<file path="src/rtl/serial_deframer.sv">
// -----------------------------------------------------------------------------
// serial_deframer
//
// Turns a strobed serial bit stream into WIDTH-bit words. The block hunts for
// the SYNC pattern (MSB received first), locks on it, and then packs every
// following group of WIDTH bits into a word that is offered on a 1-deep
// valid/ready output register.
//
// Ports
//   clk        : single clock, all state updates on its rising edge
//   rst        : asynchronous, active-high reset
//   clr        : synchronous soft clear, returns the block to HUNT
//   d_in       : serial data bit
//   d_en       : d_in is valid this cycle
//   dout       : assembled word, MSB = first received bit
//   dout_valid : dout holds an untransferred word
//   dout_ready : consumer accepts dout this cycle
//   locked     : high while in LOCK
//   overflow   : sticky, a completed word was dropped
// -----------------------------------------------------------------------------
module serial_deframer #(
    parameter int               WIDTH = 8,
    parameter logic [WIDTH-1:0] SYNC  = 8'hA5
) (
    input  logic             clk,
    input  logic             rst,
    input  logic             clr,
    input  logic             d_in,
    input  logic             d_en,
    output logic [WIDTH-1:0] dout,
    output logic             dout_valid,
    input  logic             dout_ready,
    output logic             locked,
    output logic             overflow
);

    localparam int CW = $clog2(WIDTH + 1);

    typedef enum logic {
        ST_HUNT = 1'b0,
        ST_LOCK = 1'b1
    } state_t;

    state_t            state_r;
    // Only the newest WIDTH-1 bits of history can ever reach a future window;
    // the oldest bit of the WIDTH-bit shift value falls out on the next shift.
    logic [WIDTH-2:0]  sr_r;
    logic [CW-1:0]     fill_r;
    logic [CW-1:0]     bit_cnt_r;
    logic [WIDTH-1:0]  dout_r;
    logic              dout_valid_r;
    logic              locked_r;
    logic              overflow_r;

    logic [WIDTH-1:0]  sr_next_s;
    logic              sync_hit_s;
    logic              word_done_s;
    logic              load_ok_s;

    // Next shift value, sync detection and word-completion decode.
    always_comb begin
        sr_next_s   = {sr_r, d_in};
        // fill counts bits before this one, so WIDTH-1 means this is bit WIDTH.
        sync_hit_s  = d_en && (state_r == ST_HUNT) &&
                      (fill_r >= CW'(WIDTH - 1)) && (sr_next_s == SYNC);
        word_done_s = d_en && (state_r == ST_LOCK) &&
                      (bit_cnt_r == CW'(WIDTH - 1));
        // Output register can take a word if empty or being drained now.
        load_ok_s   = !dout_valid_r || dout_ready;
    end

    // Framing FSM, counters and registered output port.
    always_ff @(posedge clk or posedge rst) begin
        if (rst) begin
            state_r      <= ST_HUNT;
            sr_r         <= {(WIDTH-1){1'b0}};
            fill_r       <= {CW{1'b0}};
            bit_cnt_r    <= {CW{1'b0}};
            dout_r       <= {WIDTH{1'b0}};
            dout_valid_r <= 1'b0;
            locked_r     <= 1'b0;
            overflow_r   <= 1'b0;
        end else if (clr) begin
            // clr wins over any bit or completion; dout keeps its last value.
            state_r      <= ST_HUNT;
            sr_r         <= {(WIDTH-1){1'b0}};
            fill_r       <= {CW{1'b0}};
            bit_cnt_r    <= {CW{1'b0}};
            dout_valid_r <= 1'b0;
            locked_r     <= 1'b0;
            overflow_r   <= 1'b0;
        end else begin
            if (d_en) begin
                sr_r <= sr_next_s[WIDTH-2:0];
                case (state_r)
                    ST_HUNT: begin
                        if (fill_r < CW'(WIDTH)) begin
                            fill_r <= fill_r + CW'(1);
                        end
                        if (sync_hit_s) begin
                            state_r   <= ST_LOCK;
                            locked_r  <= 1'b1;
                            bit_cnt_r <= {CW{1'b0}};
                        end
                    end
                    ST_LOCK: begin
                        if (bit_cnt_r == CW'(WIDTH - 1)) begin
                            bit_cnt_r <= {CW{1'b0}};
                        end else begin
                            bit_cnt_r <= bit_cnt_r + CW'(1);
                        end
                    end
                    default: begin
                        state_r   <= ST_HUNT;
                        locked_r  <= 1'b0;
                        fill_r    <= {CW{1'b0}};
                        bit_cnt_r <= {CW{1'b0}};
                    end
                endcase
            end

            if (word_done_s) begin
                if (load_ok_s) begin
                    dout_r       <= sr_next_s;
                    dout_valid_r <= 1'b1;
                end else begin
                    overflow_r   <= 1'b1;
                end
            end else if (dout_valid_r && dout_ready) begin
                dout_valid_r <= 1'b0;
            end
        end
    end

    assign dout       = dout_r;
    assign dout_valid = dout_valid_r;
    assign locked     = locked_r;
    assign overflow   = overflow_r;

endmodule

</file>
<file path="config.mk">
export PLATFORM = sky130hd
export DESIGN_NAME = serial_deframer
export DESIGN_NICKNAME = d
export VERILOG_FILES = /design/src/rtl/serial_deframer.sv
export SDC_FILE = /design/constraint.sdc
export NUM_CORES = 1
export LEC_CHECK = 0
export CORE_ASPECT_RATIO = 0.9
export CORE_UTILIZATION = 30
export DETAILED_ROUTE_END_ITERATION = 12
export HOLD_SLACK_MARGIN = 0.1
export PLACE_DENSITY = 0.49
export SLEW_MARGIN = 40
export SYNTH_ARGS = -nofsm -noshare
export SYNTH_HDL_FRONTEND = slang
export SYNTH_SLANG_ARGS = --single-unit
</file>
<file path="constraint.sdc">
create_clock -name clk -period 2.56 [get_ports clk]
set_input_delay 0.384 -clock clk [delete_from_list [all_inputs] [get_ports clk]]
set_output_delay 0.384 -clock clk [all_outputs]
set_load 0.1 [all_outputs]
</file>
==> results of run 1 <==
[synthesized netlist by cell type]
cell       n  area [sq um]
nand3_1    5          25.0
xnor2_1    1          8.76
nand4b_1   1          8.76
nand2_2    1          6.26
nor4_1     1          6.26
xor2_1     1          8.76
and2b_1    1          7.51
nor2_1    12          45.0
mux2i_1    9          90.1
a31oi_1    4          25.0
nand2b_4   1          13.8
clkbuf_1   3          11.3
mux2_4     8           120
nand2b_1   3          18.8
o21ai_0    2          10.0
nor2b_1    2          12.5
or4_4      1          11.3
a21oi_1    6          30.0
nor3b_1    1          7.51
nand2_1    3          11.3
dfrtp_1   27           676
buf_6      1          11.3
a41oi_1    1          8.76
nor4bb_1   2          20.0
inv_1      4          15.0
ha_1       2          25.0
o22ai_1    1          6.26
[routing by layer]
layer / up-vias / track usage, %
met1: 397 / 16.0
met4: 0 / 3.00
met2: 9 / 16.8
met3: 2 / 3.87
li1: 402 / -
met5: - / 0
[worst reg2reg max path, cell delays in order (launching register included)]
cell	delay [ps]
dfrtp_1	430
ha_1	240
nand2_1	80
or4_4	430
nand2b_4	230
mux2_4	320
[power groups by stage]
stage,combinational [mW],clock [mW],sequential [mW]
global route,0.0500,0.269,0.437
global placement,0.0454,0,0.445
CTS,0.0466,0.253,0.437
finish,0.0451,0.239,0.437
detailed placement,0.0466,0,0.445
floorplan,0.0275,0,0.444
[cell families (layout without fill, tap and decap cells)]
group	Yosys count	after routing	share of synthesized area, %
AOI/OAI and AO/OA	14	14	6.46
xor gates and xnor gates	2	2	1.41
adders and majority gates	2	2	2.02
buffers and inverters	8	27	3.03
DFF	27	27	54.5
muxes	17	17	17.0
and+or+nand+nor	34	34	15.6
[worst max path at each step]
stage | end | slack [ps]
floorplan | dout[0]$_DFFE_PP0P_ | 740
global placement | dout[3]$_DFFE_PP0P_ | 430
detailed placement | dout[0]$_DFFE_PP0P_ | 410
CTS | dout[0]$_DFFE_PP0P_ | 710
global route | dout[0]$_DFFE_PP0P_ | 640
finish | dout[0]$_DFFE_PP0P_ | 710
[metrics by stage]
stage               setup WS [ps]  hold slack (ps)  total power [mW]
floorplan                     735              437             0.471
global placement              434              501             0.491
detailed placement            410              506             0.492
CTS                           711              481             0.737
global route                  637              498             0.757
finish                        713              466             0.721
[layout make-up]
class / count / area share [%]
clock buffers: 3 / 2.80
clock inverters: 1 / 0.339
inverters: 4 / 1.02
multi-input cells: 69 / 35.7
flip-flops and latches: 27 / 45.8
well taps: 46 / 3.90
repair buffers: 19 / 10.5
[state kept, by name, summed over array words and instances, names as in the netlist]
name and count:
overflow 1, bit_cnt_r 4, state_r 1, dout 8
sr_r 7, dout_valid 1, locked 1, fill_r 4
==> qor.yml, run 1 <==
setup_path:
  arrival_ps: 2010
  cpLargestDelayFamily: "simple AND/OR/NAND/NOR gates"
  crit_slowest_cell: "clkdlybuf4s50_1"
  cp_data_required_time_ps: 2720
  path_max_fanout: 8
  r2r_cells: 5
  critPathLaunch: "d_en"
  cp_num_buf_inv: 1
  path_class: "input pin to register"
  startpoint_type: "input pin"
  worstSetupEndpointType: "register"
  timing.rr.end: "dout[0]$_DFFE_PP0P_"
  path_cells: "clkdlybuf4s50_1 > nand2_2 > or4_4 > nand2b_4 > mux2_4"
  reg2reg_setup_slack_ps: 730
  reg2reg_from: "bit_cnt_r[0]$_DFFE_PP0P_"
  critical_path_depth: 5
  max_stage_delay_ps: 500
timing:
  final.setup_skew_ps: 4.86
  worst_pin_slew_ps: 498
  report.final.setup_viol: 0
  rsz0062_at_grt: "false"
  fmax_mhz: 541
  min_period_ps: 1850
  finalCritPeriodShare_pct: 72.1
  tns_ps: 0
  finalHoldViolations: 0
  timing.final.max_slew_violations: 0
  relSlewSlack_pct: 66.7
cells_and_area:
  multi_input_area_sq_um: 527
  utilization_pct: 38.5
  fillerInstances: 383
  drive_gt1_share_pct: 23.6
  n_antenna_cell: 0
  syn2layout_area_growth_pct: 19.1
  regArea_sq_um: 676
  stdcell_count: 169
  final_common_cell: "dfrtp_1"
  finalNetCount: 132
  finish.instance_area_sq_mm: 0.00148
  layout_common_cells: "dfrtp_1 (27), buf_4 (14), nor2_1 (12)"
yosys:
  ys_ff_latch: 27
  syn_area_per_cell_sq_um: 11.9
  syn_area_sq_mm: 0.00124
  netlist_instances: 104
  yosys_warnings: 0
  seq_area_frac_synth_pct: 54.5
  syn_nets: 112
  synth_cell_types: 27
route:
  wl_per_cell_microns: 13.5
  drt-met1-wl_microns: 1160
  wl_met2_microns: 1040
  viasPerCell: 4.79
  drt_first_pass_iters: 4
  drtAntennaViolNets: 0
  via_count: 810
  routed_wl_microns: 2280
  top_layer: "met4"
  drc: 0
  first_iter_violations: 49
  wl_met3_microns: 55
die:
  boundaryPins: 17
  core_area_sq_mm: 0.00384
  row_count: 21
  dieHeight_microns: 63.0
  start_util_pct: 32.3
  dieArea_sq_mm: 0.00439
  die_w_microns: 69.8
worst_hold_path:
  hold_class: "input pin to asynchronous set/reset pin"
clocking:
  postCtsSetupRepairBufs: 0
  cts_root_buf: "clkbuf_8"
  post_cts_resized: 0
  cts.path.max_buffers: 2
  clkSinkCount: 27
  clk_latency_ps: 270
  holdBufCountCts: 0
  cts_tree: "done"
  clk_pin_slew_ps: 90
  cts_buffers: 3
  cts_max_level: 1
power_and_ir_drop:
  power_density_mw_per_mm2: 488
  clkPwrFrac_pct: 33.2
  seq_power_share_pct: 60.6
  switchingPower_mw: 0.160
  internal_power_mw: 0.560
  leakage_nw: 0.725
  swShare_pct: 22.3
  pwr-share-comb_pct: 6.3
  ir_drop_mv: 0.330
global_route:
  grt_pass1_wl_microns: 3920
  antenna_found_initial: 0
  grt_pass1_vias: 804
  grt-ovfl-total: 0
  grt_max_degree: 28
  grt_usage_pct: 11.4
place:
  dp_cells: 165
  dpl.hpwl_microns: 1620
  gp_congestion: 0.722
  port_buffers: 16
  place_area_sq_mm: 0.00143
flow_run:
  max_cap_violations: 0
outcome:
  outcome: "finished clean"
No activity file was read; power rests on OpenSTA's default activity.
==> run 2: changes to the inputs <==
- clock period: 2.56 -> 1.8 ns (I/O delays scaled with it)
==> qor.yml, run 2 (same netlist as run 1, synthesis figures left out) <==
global_route:
  antenna_found_initial: 0
  grt_usage_pct: 12.1
  grt_pass1_wl_microns: 4170
  grt-ovfl-total: 0
  grt_pass1_vias: 874
  grt_max_degree: 28
timing:
  rsz0062_at_grt: "false"
  relSlewSlack_pct: 77.1
  final.setup_skew_ps: 5.57
  tns_ps: 0
  finalCritPeriodShare_pct: 95.4
  timing.final.max_slew_violations: 0
  report.final.setup_viol: 0
  worst_pin_slew_ps: 343
  holdWs_ps: 338
  min_period_ps: 1720
  finalHoldViolations: 0
  fmax_mhz: 582
route:
  viasPerCell: 4.72
  routed_wl_microns: 2320
  drtAntennaViolNets: 0
  wl_per_cell_microns: 12.9
  drt_first_pass_iters: 4
  first_iter_violations: 51
  drc: 0
  via_count: 850
cells_and_area:
  n_antenna_cell: 0
  final_common_cell: "dfrtp_1"
  syn2layout_area_growth_pct: 26.0
  finalNetCount: 143
  stdcell_count: 180
  layout_common_cells: "dfrtp_1 (26), buf_4 (25), nor2_1 (12)"
  drive_gt1_share_pct: 30.6
  largest_register_ffs: 8
power_and_ir_drop:
  switchingPower_mw: 0.240
  ir_drop_mv: 0.612
  swShare_pct: 23.0
  internal_power_mw: 0.803
  seq_power_share_pct: 59.6
  pwr-share-comb_pct: 6.5
  power_density_mw_per_mm2: 667
  clkPwrFrac_pct: 33.9
  leakage_nw: 0.773
die:
  die_w_microns: 69.8
  dieArea_sq_mm: 0.00439
  start_util_pct: 32.3
  boundaryPins: 17
  dieHeight_microns: 63.0
  core_area_sq_mm: 0.00384
  row_count: 21
setup_path:
  arrival_ps: 1890
  cp_data_required_time_ps: 1970
  path_cells: "ha_1 > nand2_1 > or4_4 > nand2b_4 > mux2_4"
  path_max_fanout: 8
  max_stage_delay_ps: 420
  startpoint_type: "register"
  critPathLaunch: "bit_cnt_r[0]$_DFFE_PP0P_"
  timing.rr.end: "dout[0]$_DFFE_PP0P_"
  crit_slowest_cell: "or4_4"
  reg2reg_from: "bit_cnt_r[0]$_DFFE_PP0P_"
  worstSetupEndpointType: "register"
  path_class: "register to register"
  r2r_cells: 5
  cpLargestDelayFamily: "simple AND/OR/NAND/NOR gates"
  cp_num_buf_inv: 0
  reg2reg_setup_slack_ps: 80
clocking:
  cts_max_level: 1
  cts_root_buf: "clkbuf_8"
  cts.path.max_buffers: 2
  clk_pin_slew_ps: 100
  cts_tree: "done"
  clk_latency_ps: 280
  holdBufCountCts: 0
  cts_buffers: 3
  clkSinkCount: 27
worst_hold_path:
  hold_class: "input pin to asynchronous set/reset pin"
place:
  gp_congestion: 0.775
  port_buffers: 16
  dp_cells: 175
  dpl.hpwl_microns: 1630
outcome:
  outcome: "finished clean"
flow_run:
  max_cap_violations: 0
[run 2: layer usage]
layer  track usage [%]  up-vias  part of all wire (%)
li1                  -      425                     -
met1              16.8      408                    52
met2              18.0       13                    43
met3              3.87        4                   3.8
met4              3.00        0                   1.1
met5                 0        -                     0
[run 2: layout make-up]
type | instances | area, sq um
Fill cell | 370 | 2270
Sequential cell | 27 | 677
Multi-Input combinational cell | 69 | 527
Timing Repair Buffer | 30 | 238
Tap cell | 46 | 57.6
Clock buffer | 3 | 41.3
Inverter | 4 | 15.0
Clock inverter | 1 | 7.51
[run 2: power by group through the flow]
stage,clock (mW),combinational [mW],sequential [mW]
after detailed placement,0,0.0708,0.633
after global routing,0.396,0.0786,0.622
after floorplan,0,0.0390,0.631
after global placement,0,0.0706,0.633
final,0.353,0.0683,0.621
after CTS,0.370,0.0711,0.621
[run 2: tightest hold or removal path, stage by stage]
cell             delay (ps)
clkdlybuf4s50_1         390
inv_1                    50
buf_4                   310
[run 2: how the worst max path moves through the flow]
stage / end / slack (ps) / cells after the start
2_1_floorplan: dout[0]$_DFFE_PP0P_ / 40 / 6
6_report: dout[0]$_DFFE_PP0P_ / 80 / 5
3_5_place_dp: dout[3]$_DFFE_PP0P_ / -200 / 5
4_1_cts: dout[0]$_DFFE_PP0P_ / 90 / 5
5_1_grt: dout[0]$_DFFE_PP0P_ / 10 / 5
3_3_place_gp: dout[0]$_DFFE_PP0P_ / -180 / 5
[run 2: timing repair]
item / 4_1_cts / 5_1_grt
setup buffers: 0 / 1
resized for setup: 0 / 0
setup endpoints to repair: 0 / 1
hold endpoints to repair: 0 / 0
[run 2: per-stage QoR]
| step | worst slack [ps] | cell area, sq um | util, % | total power [mW] |
|---|---|---|---|---|
| 5_1_grt | 9.77 | 1560 | 40.7 | 1.10 |
| 3_3_place_gp | -184 | 1510 | 39.3 | 0.704 |
| 3_5_place_dp | -202 | 1510 | 39.3 | 0.704 |
| 2_1_floorplan | 37.0 | 1240 | - | 0.670 |
| 4_1_cts | 89.9 | 1560 | 40.5 | 1.06 |
| 6_report | 82.1 | 1560 | 40.7 | 1.04 |
==> run 3: changes to the inputs <==
- DONT_BUFFER_PORTS: default -> 1
- PLACE_DENSITY: 0.49 -> 0.44
==> qor.yml, run 3 (same netlist as run 1, synthesis figures left out) <==
setup_path:
  startpoint_type: "register"
  worstSetupEndpointType: "register"
  timing.rr.end: "dout[3]$_DFFE_PP0P_"
  arrival_ps: 1890
  r2r_cells: 5
  reg2reg_from: "bit_cnt_r[0]$_DFFE_PP0P_"
  path_class: "register to register"
  path_max_fanout: 8
  reg2reg_setup_slack_ps: 70
  cp_data_required_time_ps: 1960
cells_and_area:
  n_antenna_cell: 0
  stdcell_count: 169
  finish.instance_area_sq_mm: 0.00147
  syn2layout_area_growth_pct: 18.6
  largest_register_ffs: 8
  finalNetCount: 132
  final_common_cell: "dfrtp_1"
  layout_common_cells: "dfrtp_1 (26), buf_4 (17), nor2_1 (12)"
  drive_gt1_share_pct: 26.8
route:
  viasPerCell: 4.91
  first_iter_violations: 76
  via_count: 830
  drc: 0
  wl_per_cell_microns: 14.0
  drt_first_pass_iters: 4
  drtAntennaViolNets: 0
  routed_wl_microns: 2360
clocking:
  cts_tree: "done"
  clkSinkCount: 27
  cts_root_buf: "clkbuf_8"
  cts_max_level: 1
  clk_pin_slew_ps: 100
  cts_buffers: 3
  clk_latency_ps: 270
  cts.path.max_buffers: 2
die:
  dieArea_sq_mm: 0.00439
  dieHeight_microns: 63.0
  start_util_pct: 32.3
  boundaryPins: 17
  core_area_sq_mm: 0.00384
  row_count: 21
  die_w_microns: 69.8
power_and_ir_drop:
  leakage_nw: 0.729
  ir_drop_mv: 0.419
  power_density_mw_per_mm2: 688
  total_power_mw: 1.01
place:
  dpl.hpwl_microns: 1640
  place_area_sq_mm: 0.00140
  gp_congestion: 0.784
  dp_cells: 162
  port_buffers: 0
worst_hold_path:
  min_to: "dout[0]$_DFFE_PP0P_"
  min_from: "d_in"
  hold_class: "input pin to register"
  hold_depth: 1
timing:
  min_period_ps: 1730
  timing.final.max_slew_violations: 0
  fmax_mhz: 578
  rsz0062_at_grt: "false"
  worst_pin_slew_ps: 703
  tns_ps: 0
  relSlewSlack_pct: 53.0
  final.setup_skew_ps: 8.24
  report.final.setup_viol: 0
  finalCritPeriodShare_pct: 96.1
  finalHoldViolations: 0
global_route:
  grt_pass1_wl_microns: 4090
  grt_usage_pct: 11.8
  grt_pass1_vias: 813
  antenna_found_initial: 0
  grt_max_degree: 28
  grt-ovfl-total: 0
flow_run:
  max_cap_violations: 0
outcome:
  outcome: "finished clean"
==> run 3: cell types whose count changed in the layout (fill, tap and decap cells not counted) <==
cell / change
clkinvlp_4: -1
dlygate4sd3_1: +2
buf_4: -8
clkdlybuf4s50_1: -5
clkinv_2: +1
==> run 3: area by class of cell <==
cell class,count,area [sq um]
fill,375,2370
sequential,27,677
multi-input combinational,69,527
timing repair buffer,19,148
tap,46,57.6
clock buffer,3,41.3
inverter,4,15.0
clock inverter,1,5.00
==> run 3: where the power goes <==
group / leakage [nW] / switching [mW] / internal [mW] / total [mW]
Clock: 0.0255 / 0.189 / 0.155 / 0.344
Combinational: 0.331 / 0.0270 / 0.0192 / 0.0462
Sequential: 0.373 / 0.00801 / 0.613 / 0.621
Total: 0.729 / 0.224 / 0.788 / 1.01
==> run 3: repair_timing <==
action / 4_1_cts / 5_1_grt
endpoints found under the hold margin: 46 / 0
resized for setup: 0 / 0
setup buffers: 0 / 1
hold buffers: 2 / 0
setup endpoints to repair: 0 / 1
==> run 3: metrics by stage <==
stage	worst slack [ps]	hold slack [ps]	utilization (%)
after floorplan	37.0	323	-
after global placement	117	250	36.4
after detailed placement	84.8	257	36.4
after CTS	71.8	135	38.1
after global routing	21.3	130	38.3
final	69.7	140	38.3
==> run 3: how the worst max path moves through the flow <==
stage / from / to / slack, ps / depth (start not counted)
final: bit_cnt_r[0]$_DFFE_PP0P_ / dout[3]$_DFFE_PP0P_ / 70 / 5
after global routing: bit_cnt_r[0]$_DFFE_PP0P_ / dout[0]$_DFFE_PP0P_ / 20 / 5
after CTS: bit_cnt_r[1]$_DFFE_PP0P_ / dout[3]$_DFFE_PP0P_ / 70 / 5
after detailed placement: bit_cnt_r[1]$_DFFE_PP0P_ / dout[0]$_DFFE_PP0P_ / 80 / 5
after global placement: bit_cnt_r[1]$_DFFE_PP0P_ / dout[1]$_DFFE_PP0P_ / 120 / 5
after floorplan: bit_cnt_r[0]$_DFFE_PP0P_ / dout[0]$_DFFE_PP0P_ / 40 / 6
==> run 3: layer usage <==
layer,GRT usage [%],vias up,routed length (microns)
met4,3.00,0,18
met5,0,-,0
met1,16.8,414,1210
li1,-,402,-
met3,3.87,2,88
met2,17.3,12,1050
==> run 3: worst max-delay path, stage by stage (launching register included) <==
cell,delay (ps)
dfrtp_1,380
ha_1,180
nand2_1,70
or4_4,430
nand2b_4,230
mux2_4,320
